--- config.mk ---
export PLATFORM = sky130hd
export DESIGN_NAME = reg_file_wb
export DESIGN_NICKNAME = d
export VERILOG_FILES = /design/src/rtl/reg_file_wb_pkg.sv /design/src/rtl/reg_file_wb_rf_bypass.sv /design/src/rtl/reg_file_wb.sv
export SDC_FILE = /design/constraint.sdc
export NUM_CORES = 1
export LEC_CHECK = 0
export CORE_AREA = 5 5 114 127
export CTS_BUF_LIST = sky130_fd_sc_hd__clkbuf_16
export DETAILED_ROUTE_END_ITERATION = 7
export DIE_AREA = 0 0 119 132
export PLACE_DENSITY = 0.5
export SLEW_MARGIN = 20
export SYNTH_ARGS = -nofsm -noshare
export SYNTH_HDL_FRONTEND = slang
export SYNTH_SLANG_ARGS = --single-unit
--- constraint.sdc ---
create_clock -name Clk -period 2.6 [get_ports Clk]
set_input_delay 0.65 -clock Clk [delete_from_list [all_inputs] [get_ports Clk]]
set_output_delay 0.65 -clock Clk [all_outputs]
set_load 0.01 [all_outputs]
--- src/rtl/reg_file_wb_pkg.sv ---
// reg_file_wb_pkg: shared defaults, types and constants for the write-back
// register file.
//   W_DEFAULT / NREGS_DEFAULT : default data width and register count
//   word_t / regaddr_t        : data word and register address at the defaults
//   R0_ADDR                   : address of the accumulator register R0
//   WCOUNT_MAX                : saturation value of the write counter
package reg_file_wb_pkg;

    localparam int W_DEFAULT     = 8;
    localparam int NREGS_DEFAULT = 8;
    localparam int AW_DEFAULT    = $clog2(NREGS_DEFAULT);

    typedef logic [W_DEFAULT-1:0]  word_t;
    typedef logic [AW_DEFAULT-1:0] regaddr_t;

    localparam int         R0_ADDR    = 0;
    localparam logic [7:0] WCOUNT_MAX = 8'd255;

endpackage

--- src/rtl/reg_file_wb_rf_bypass.sv ---
// rf_bypass: combinational forwarding selector for one register-file read port.
//   fwd_en   : forwarding allowed this cycle (off when bypass disabled or in reset)
//   rd_addr  : address being read
//   stored   : value currently held in the array at rd_addr
//   wr_en / wr_addr / wr_data : general write port
//   r0_en / r0_data           : dedicated R0 write port
//   rd_data  : value presented on the read port
module rf_bypass
    import reg_file_wb_pkg::*;
#(
    parameter int W  = W_DEFAULT,
    parameter int AW = AW_DEFAULT
) (
    input  logic          fwd_en,
    input  logic [AW-1:0] rd_addr,
    input  logic [W-1:0]  stored,
    input  logic          wr_en,
    input  logic [AW-1:0] wr_addr,
    input  logic [W-1:0]  wr_data,
    input  logic          r0_en,
    input  logic [W-1:0]  r0_data,
    output logic [W-1:0]  rd_data
);

    // General port is checked first so that a collision on R0 forwards the
    // same value the array will actually commit.
    always_comb begin
        rd_data = stored;
        if (fwd_en) begin
            if (wr_en && (rd_addr == wr_addr)) begin
                rd_data = wr_data;
            end else if (r0_en && (rd_addr == AW'(R0_ADDR))) begin
                rd_data = r0_data;
            end
        end
    end

endmodule

--- src/rtl/reg_file_wb.sv ---
// reg_file_wb: architectural register file fed by the write-back select mux.
//   Clk, Reset              : clock and synchronous active-high reset
//   ReadReg1 / ReadData1    : addressed read port (mux Source2 path)
//   ReadR0                  : dedicated R0 read (mux Source1 path)
//   WriteEn/WriteReg/WriteValue : general write-back port
//   R0WriteEn / R0Value     : dedicated R0 accumulator write port
//   WriteCount              : committed-write edges since reset, saturating at 255
module reg_file_wb
    import reg_file_wb_pkg::*;
#(
    parameter int   W      = W_DEFAULT,
    parameter int   NREGS  = NREGS_DEFAULT,
    parameter int   BYPASS = 1,
    localparam int  AW     = $clog2(NREGS)
) (
    input  logic          Clk,
    input  logic          Reset,
    input  logic [AW-1:0] ReadReg1,
    input  logic          WriteEn,
    input  logic [AW-1:0] WriteReg,
    input  logic [W-1:0]  WriteValue,
    input  logic          R0WriteEn,
    input  logic [W-1:0]  R0Value,
    output logic [W-1:0]  ReadR0,
    output logic [W-1:0]  ReadData1,
    output logic [7:0]    WriteCount
);

    logic [W-1:0] regs_q [NREGS];
    logic [W-1:0] regs_d [NREGS];
    logic [7:0]   write_count_q;
    logic [7:0]   write_count_d;
    logic         fwd_en;

    always_comb begin
        regs_d = regs_q;
        // R0 port first so a general write to address 0 overrides it.
        if (R0WriteEn) begin
            regs_d[R0_ADDR] = R0Value;
        end
        if (WriteEn) begin
            regs_d[WriteReg] = WriteValue;
        end

        // A collision still counts as a single committed write.
        write_count_d = write_count_q;
        if ((WriteEn || R0WriteEn) && (write_count_q != WCOUNT_MAX)) begin
            write_count_d = write_count_q + 8'd1;
        end
    end

    always_ff @(posedge Clk) begin
        if (Reset) begin
            for (int i = 0; i < NREGS; i++) begin
                regs_q[i] <= '0;
            end
            write_count_q <= '0;
        end else begin
            regs_q        <= regs_d;
            write_count_q <= write_count_d;
        end
    end

    // In reset the pending writes are discarded, so forwarding them would lie.
    assign fwd_en = (BYPASS != 0) && !Reset;

    rf_bypass #(.W(W), .AW(AW)) u_byp_r0 (
        .fwd_en  (fwd_en),
        .rd_addr (AW'(R0_ADDR)),
        .stored  (regs_q[R0_ADDR]),
        .wr_en   (WriteEn),
        .wr_addr (WriteReg),
        .wr_data (WriteValue),
        .r0_en   (R0WriteEn),
        .r0_data (R0Value),
        .rd_data (ReadR0)
    );

    rf_bypass #(.W(W), .AW(AW)) u_byp_rd1 (
        .fwd_en  (fwd_en),
        .rd_addr (ReadReg1),
        .stored  (regs_q[ReadReg1]),
        .wr_en   (WriteEn),
        .wr_addr (WriteReg),
        .wr_data (WriteValue),
        .r0_en   (R0WriteEn),
        .r0_data (R0Value),
        .rd_data (ReadData1)
    );

    assign WriteCount = write_count_q;

endmodule

Word-level counts from Yosys, hierarchy flattened --
Index checks and enable logic that the tools add are counted. W data, S select, Z words.
Cells by class: add/sub/neg operators 1, order comparisons 3, equality and inequality tests 2, mux-type cells 13, bitwise operators 2, reductions and logical operators 8
Operator list (count):
- $mux W8 | 9
- $bwmux W64 | 1
- $mux W64 | 1
- $bmux W8 S3 | 1
- $demux W8 S3 | 1
- $add A8 B1 Y8 const B | 1
- $ge A4 B4 Y1 const B | 2
- $ne A8 B8 Y1 const B | 1
- $not A3 Y4 | 2
- $logic_not A3 Y1 | 2
- $logic_and A1 B1 Y1 | 5
- $lt A4 B1 Y1 const B | 1
- $eq A3 B3 Y1 | 1
- $logic_or A1 B1 Y1 | 1
Storage, ports and cells: register bits 72, input port bits 26, output and inout port bits 24, word-level logic and storage cells 38

Depth between registers and ports, before layout --
Gate-level depths: netlist (run 1).
depth after elaboration 7, depth in mapped cells 8

Modules after synthesis --
A second synthesis (run 1) with hierarchy kept.
Second synthesis, totals: cells, all modules 401, area total of the unflattened synthesis 3867.5 um2
By module, submodules not included:
- reg_file_wb | times used 1, cells an instance 351, area an instance 3422.0 um2
- rf_bypass | times used 2, cells an instance 25, area an instance 222.7 um2

Worst setup path before layout (run 1) --
Ideal clock, no wire load.
path kind input to output, start point input port ReadReg1[0], end point output port ReadData1[7], arrival time 1903 ps, data required time 1950 ps, setup slack 47 ps, stages 5, path buffers 1, path through buf_2 > mux4_1 > mux2_2 > nor2_1 > o311ai_1
Between the ends: cells in the longest elaborated chain, start to end 7, elaborated cells between the ends (all ways) 11
Ends and longest elaborated chain:
- start: declaration | RTL line reg_file_wb.sv:18 | input logic [AW-1:0] ReadReg1,
- $not A3 Y4 (not written as such) | RTL line reg_file_wb.sv:82 | .stored (regs_q[ReadReg1]),
- $bmux W8 S3 | RTL line reg_file_wb.sv:82
- $mux W8 (not written as such) (2 in series) | RTL line reg_file_wb.sv:82
- $mux W8 | RTL line reg_file_wb_rf_bypass.sv:32 | end else if (r0_en && (rd_addr == AW'(R0_ADDR))) begin
- $mux W8 | RTL line reg_file_wb_rf_bypass.sv:30 | if (wr_en && (rd_addr == wr_addr)) begin
- $mux W8 (*) | RTL line reg_file_wb_rf_bypass.sv:29 | if (fwd_en) begin
- end: declaration | RTL line reg_file_wb.sv:25 | output logic [W-1:0] ReadData1,
Mark *: on every way between the ends. The rest lies on a longest branch, timed or not. The select of a mux whose other input is x is not followed.

Worst setup path in the final report (run 1) --
start point input port ReadReg1[2], end point output port ReadData1[0]
The elaborated chain is that of the path after synthesis.

==> results.json, run 1 <==
{
  "cp.arrival_ps": 2110,
  "r2r-start": "WriteCount[0]$_SDFFE_PP0P_",
  "fmax_ghz": 0.3627,
  "power.internal_mw": 2.032,
  "drc": 0,
  "htree_levels": 3,
  "drt-total-wl_um": 12120,
  "fin_ws_ps": -157.3,
  "final_common_cell": "nand2_1",
  "synth_xor_area_frac": 0.01143,
  "antenna_cells": 0,
  "area_growth_syn_to_layout_pct": 38.73,
  "final_cell_mix": "130 x nand2_1, 72 x dfxtp_1, 58 x a21oi_1",
  "placement.io_buffers": 49,
  "clock_sinks": 72,
  "cp_max_fo": 5,
  "synthAdderAreaFrac": 0.003266,
  "grt_pass1_wl_um": 19390,
  "finalPower_mw": 2.800,
  "seqPwrFrac": 0.414,
  "hold_class": "reg2reg",
  "maxCapViolCount": 0,
  "netlist.top_cell.by_area": "dfxtp_1",
  "clock_skew_ps": 0.8868,
  "die_h_um": 132,
  "hold_depth": 2,
  "criticalPathCategory": "in2out",
  "end_kind": "output pin",
  "synth_compound_area_frac": 0.1600,
  "yosys.area_share.simple": 0.2338,
  "period_needed_ps": 2757,
  "ys_seq_area_frac": 0.3762,
  "finalSetupTns_ps": -1073,
  "synth.area.top_cells": "dfxtp_1 38%, nand2_1 13%, mux4_1 9.6%",
  "syn_area_mm2": 0.003831,
  "cts_buffers": 9,
  "relSlewSlack": 0.7098,
  "r2r-end": "WriteCount[1]$_SDFFE_PP0P_",
  "die_w_um": 119,
  "setup_viol": 8,
  "synthCells": 454,
  "yosys_most_used_dff": "dfxtp_1",
  "worstMarginPinSlew_ps": 434.1,
  "grtUsageTotal": 0.1569,
  "gp_congestion": 0.7873,
  "wl_per_cell_um": 16.95,
  "synth_seq_cells": 72,
  "clk_pin_slew_ps": 60,
  "synth_top_family_by_area": "simple AND/OR/NAND/NOR gates",
  "drtIter0Drc": 160,
  "dp_hpwl_um": 8619,
  "synth_enable_flop_cells": 0,
  "synth-async-reset-ratio": 0,
  "initial_core_util": 0.2949,
  "dr.pass1.iters": 4,
  "yosysWarnings": 0,
  "switching_share": 0.2742,
  "clk_latency_ps": 330,
  "synth_cell_types": 46,
  "synth_top_area_frac": 0.3762,
  "cts_tree": "yes",
  "reg2reg_slack_ps": 1190,
  "avgSynthCellArea_um2": 8.439,
  "worstPathRequired_ps": 1950,
  "p_leak_nw": 2.024,
  "grt_overflow_total": 0,
  "power_density_mw_per_mm2": 526.8,
  "final_hold_viol_count": 0,
  "dieArea_mm2": 0.01571,
  "clk_path_buf_depth": 2,
  "holdWs_ps": 453.1,
  "final_nets": 576,
  "antenna_found_initial": 0,
  "p_comb_frac": 0.162,
  "violations": "setup timing",
  "place_area_mm2": 0.004791,
  "fin_crit_sh": 1.060,
  "power_frac_clock": 0.424,
  "post-route-cell-area_mm2": 0.005315,
  "startpoint_type": "input port",
  "syn_nets": 481,
  "pin_count": 50,
  "vdd.ir_drop.worst_mv": 0.3660,
  "p_switching_uw": 767.7,
  "status": "finished, violations left",
  "grt_start_max_net_pins": 47,
  "muxShareOfSynthArea": 0.1594,
  "rsz0062_at_grt": "yes",
  "avgViaCountPerCell": 5.113,
  "clockRootBuffer": "clkbuf_16",
  "core_mm2": 0.01299,
  "row_count": 44,
  "drv_slew": 0,
  "vias": 3656,
  "rr_worst_depth": 5,
  "first_global_vias": 3642,
  "ant_nets": 0,
  "drive_gt1_frac": 0.2816
}
==> final cells by class <==
cell class	instances	area (µm²)
Fill cell	1319	7677
Multi-Input combinational cell	345	2270
Sequential cell	72	1441
Timing Repair Buffer	120	1109
Clock buffer	9	225.2
Tap cell	161	201.4
Clock inverter	7	65.06
Inverter	1	3.754
==> cells in the mapped netlist (2+ instances only) <==
master	instances
buf_2	7
nand2b_1	3
buf_6	4
mux4_2	2
nand3b_1	9
nor2_1	33
buf_12	2
mux2_4	2
a22oi_1	8
a31oi_1	2
o21ai_1	8
o311ai_2	2
or3_1	2
clkbuf_1	21
nand2_1	134
o211ai_1	2
a211oi_1	9
nor2_2	2
dfxtp_1	72
o311ai_1	6
mux2_2	6
nand3_1	7
a21oi_1	58
nor2b_1	4
mux2i_1	10
mux4_1	14
xnor2_1	5
nor3_1	2
==> per-layer routing <==
metal  track usage  part of all wire  vias up  wire length [µm]
met2        0.2815              0.54       82              6486
met4       0.04443             0.013        0               155
met1        0.1893              0.41     1783              4950
met3       0.03090             0.043        8               527
met5             0                 0        -                 0
li1              -                 -     1783                 -
==> worst max path at each step <==
stage                        end        start  cells past startpoint  slack, ps
floorplan           ReadData1[7]  ReadReg1[0]                      5         50
global placement    ReadData1[2]  ReadReg1[2]                      7      -1030
detailed placement  ReadData1[5]  ReadReg1[2]                      7      -1050
CTS                 ReadData1[0]  ReadReg1[2]                      8       -190
global route        ReadData1[3]  ReadReg1[0]                      7       -210
finish              ReadData1[0]  ReadReg1[2]                      8       -160
==> power groups by stage <==
| stage | combinational, mW | clock [mW] | sequential, mW |
|---|---|---|---|
| 3_3_place_gp | 0.419 | 0 | 1.18 |
| 5_1_grt | 0.491 | 1.28 | 1.16 |
| 6_report | 0.454 | 1.19 | 1.16 |
| 4_1_cts | 0.449 | 1.22 | 1.16 |
| 3_5_place_dp | 0.424 | 0 | 1.18 |
| 2_1_floorplan | 0.220 | 0 | 1.18 |
==> worst max-delay path: stages <==
cell	delay, ps
buf_12	90
buf_12	120
buf_12	110
mux4_2	530
mux2_4	300
nor2_2	80
o311ai_1	80
buf_2	150
==> timing repair <==
action	4_1_cts	5_1_grt
hold buffers	0	0
setup endpoints to repair	16	16
pin swaps	15	7
gates resized for setup	138	21
setup buffers	12	2
gates cloned	2	0
==> through the flow <==
stage                     setup slack [ps]  instances    util
after global routing                -212.4        715  0.4091
after CTS                           -194.6        713  0.4038
final                               -157.3        715  0.4091
after floorplan                      47.22        454       -
after global placement               -1033        684  0.3687
after detailed placement             -1053        684  0.3687
==> kinds of logic (layout without fill, tap and decap cells) <==
| group | after synthesis | count (layout) |
|---|---|---|
| xor+xnor | 5 | 5 |
| buf+inv | 37 | 137 |
| fa+ha+maj | 1 | 1 |
| compound gates | 100 | 100 |
| mux | 34 | 34 |
| flops | 72 | 72 |
| simple gates | 205 | 205 |
Power figures use the tool's default switching activity.
==> inputs of run 2 (changes only) <==
--- a/config.mk
+++ b/config.mk
@@ -9,6 +9,7 @@
 export CTS_BUF_LIST = sky130_fd_sc_hd__clkbuf_16
 export DETAILED_ROUTE_END_ITERATION = 7
 export DIE_AREA = 0 0 119 132
+export GPL_TIMING_DRIVEN = 0
 export PLACE_DENSITY = 0.5
 export SLEW_MARGIN = 20
 export SYNTH_ARGS = -nofsm -noshare
==> run 2 against run 1 <==
  * The run still ends with setup timing left
  * Non-clock buffer count decreased by 28
  * Register-to-register slack got worse by 40 ps
  * Worst hold slack got worse by 2.8 ps
  * Clock-buffer cell count unchanged
  * Clock skew increased by 4.3 ps
  * Sequential power about the same
  * Routed wire length increased by 5.6%
  * Via count decreased by 3.0%
==> results.json, run 2 (synthesized netlist as in run 1, its figures left out) <==
{
  "status": "finished, violations left",
  "violations": "setup timing",
  "drt-total-wl_um": 12790,
  "hold_depth": 2,
  "fin_crit_sh": 1.058,
  "worstMarginPinSlew_ps": 790.9,
  "dp_slack_ps": -1196,
  "finalPower_mw": 2.903,
  "relSlewSlack": 0.4708,
  "clk_path_buf_depth": 2,
  "pin_count": 50,
  "cts_tree": "yes",
  "end_kind": "output pin",
  "drc": 0,
  "clk_pin_slew_ps": 60,
  "p_leak_nw": 1.844,
  "grt_pass1_wl_um": 19650,
  "htree_levels": 3,
  "fin_ws_ps": -150.1,
  "cts_buffers": 9,
  "clock_sinks": 72,
  "dieArea_mm2": 0.01571,
  "gp_congestion": 0.8214,
  "drtIter0Drc": 167,
  "clockRootBuffer": "clkbuf_16",
  "drive_gt1_frac": 0.2300,
  "holdWs_ps": 450.3,
  "grt_overflow_total": 0,
  "power_density_mw_per_mm2": 573.2,
  "die_w_um": 119,
  "core_mm2": 0.01299,
  "worstPathRequired_ps": 1950,
  "r2r-end": "WriteCount[1]$_SDFFE_PP0P_",
  "ant_nets": 0,
  "cts-hold-fix-buffers": 0,
  "fmax_ghz": 0.3636,
  "initial_core_util": 0.2949,
  "die_h_um": 132,
  "wl_per_cell_um": 18.62,
  "grtUsageTotal": 0.1619,
  "criticalPathCategory": "in2out",
  "antenna_found_initial": 0,
  "setup_viol": 7,
  "dr.pass1.iters": 4,
  "avgViaCountPerCell": 5.160,
  "reg2reg_slack_ps": 1150,
  "clk_latency_ps": 340,
  "drv_slew": 0,
  "rr_worst_depth": 5,
  "vdd.ir_drop.worst_mv": 0.2745,
  "row_count": 44,
  "startpoint_type": "input port",
  "place_area_mm2": 0.004393,
  "period_needed_ps": 2750,
  "hold_class": "reg2reg",
  "final_nets": 548,
  "final_common_cell": "nand2_1",
  "grt_start_max_net_pins": 13,
  "dp_hpwl_um": 8578,
  "r2r-start": "WriteCount[0]$_SDFFE_PP0P_",
  "final_cell_mix": "127 x nand2_1, 72 x dfxtp_1, 58 x a21oi_1",
  "rsz0062_at_grt": "yes",
  "area_growth_syn_to_layout_pct": 32.20,
  "first_global_vias": 3502,
  "cp.arrival_ps": 2100,
  "fillCellCount": 1351,
  "post-route-cell-area_mm2": 0.005065,
  "antenna_cells": 0,
  "placement.io_buffers": 36,
  "vias": 3545,
  "clock_skew_ps": 5.231,
  "cp_max_fo": 6,
  "final_hold_viol_count": 0,
  "maxCapViolCount": 0
}
[run 2: power breakdown]
part / switching (mW) / internal [mW] / total, mW
Combinational: 0.227 / 0.198 / 0.425
Sequential: 0.0242 / 1.14 / 1.16
Clock: 0.487 / 0.831 / 1.32
Total: 0.738 / 2.17 / 2.90
[run 2: layout make-up]
cell class	instances	area (µm²)	area share
clock inverter	7	87.58	0.01729
clock buffer	9	225.2	0.04447
inverter	1	3.754	0.0007411
sequential	72	1441	0.2846
buffer	35	291.5	0.05756
multi-input combinational	345	2325	0.4590
timing repair buffer	57	489.2	0.09659
tap	161	201.4	0.03977
[run 2: per-layer routing]
metal | global-route usage | wire length (µm)
met1 | 0.1991 | 5568
met2 | 0.2824 | 6545
met3 | 0.02961 | 438
met4 | 0.05666 | 242
met5 | 0 | 0
[run 2: how the worst max path moves through the flow]
stage | startpoint | to | slack (ps) | cells after the start
finish | ReadReg1[2] | ReadData1[1] | -150 | 7
global route | ReadReg1[2] | ReadData1[0] | -170 | 7
CTS | ReadReg1[2] | ReadData1[0] | -140 | 7
detailed placement | WriteEn | ReadR0[6] | -1200 | 8
global placement | WriteEn | ReadR0[3] | -1160 | 8
floorplan | ReadReg1[0] | ReadData1[7] | 50 | 5
[run 2: repair_timing]
action | 4_1_cts | 5_1_grt
setup endpoints to repair | 16 | 16
cloned | 2 | 0
resized for setup | 124 | 38
pin swaps | 8 | 11
buffers inserted | 13 | 6
[run 2: per-stage QoR]
stage          TNS, ps  std cells    util
6_report        -599.2        687  0.3898
5_1_grt         -891.3        687  0.3898
4_1_cts         -896.1        682  0.3794
3_5_place_dp    -17720        651  0.3381
3_3_place_gp    -17550        651  0.3381
2_1_floorplan        0        454       -
[run 2: worst max-delay path, stage by stage]
cell      delay, ps
buf_12           90
buf_12          140
mux4_2          540
mux2_4          310
nor2_4          110
o311ai_4        100
buf_2           160
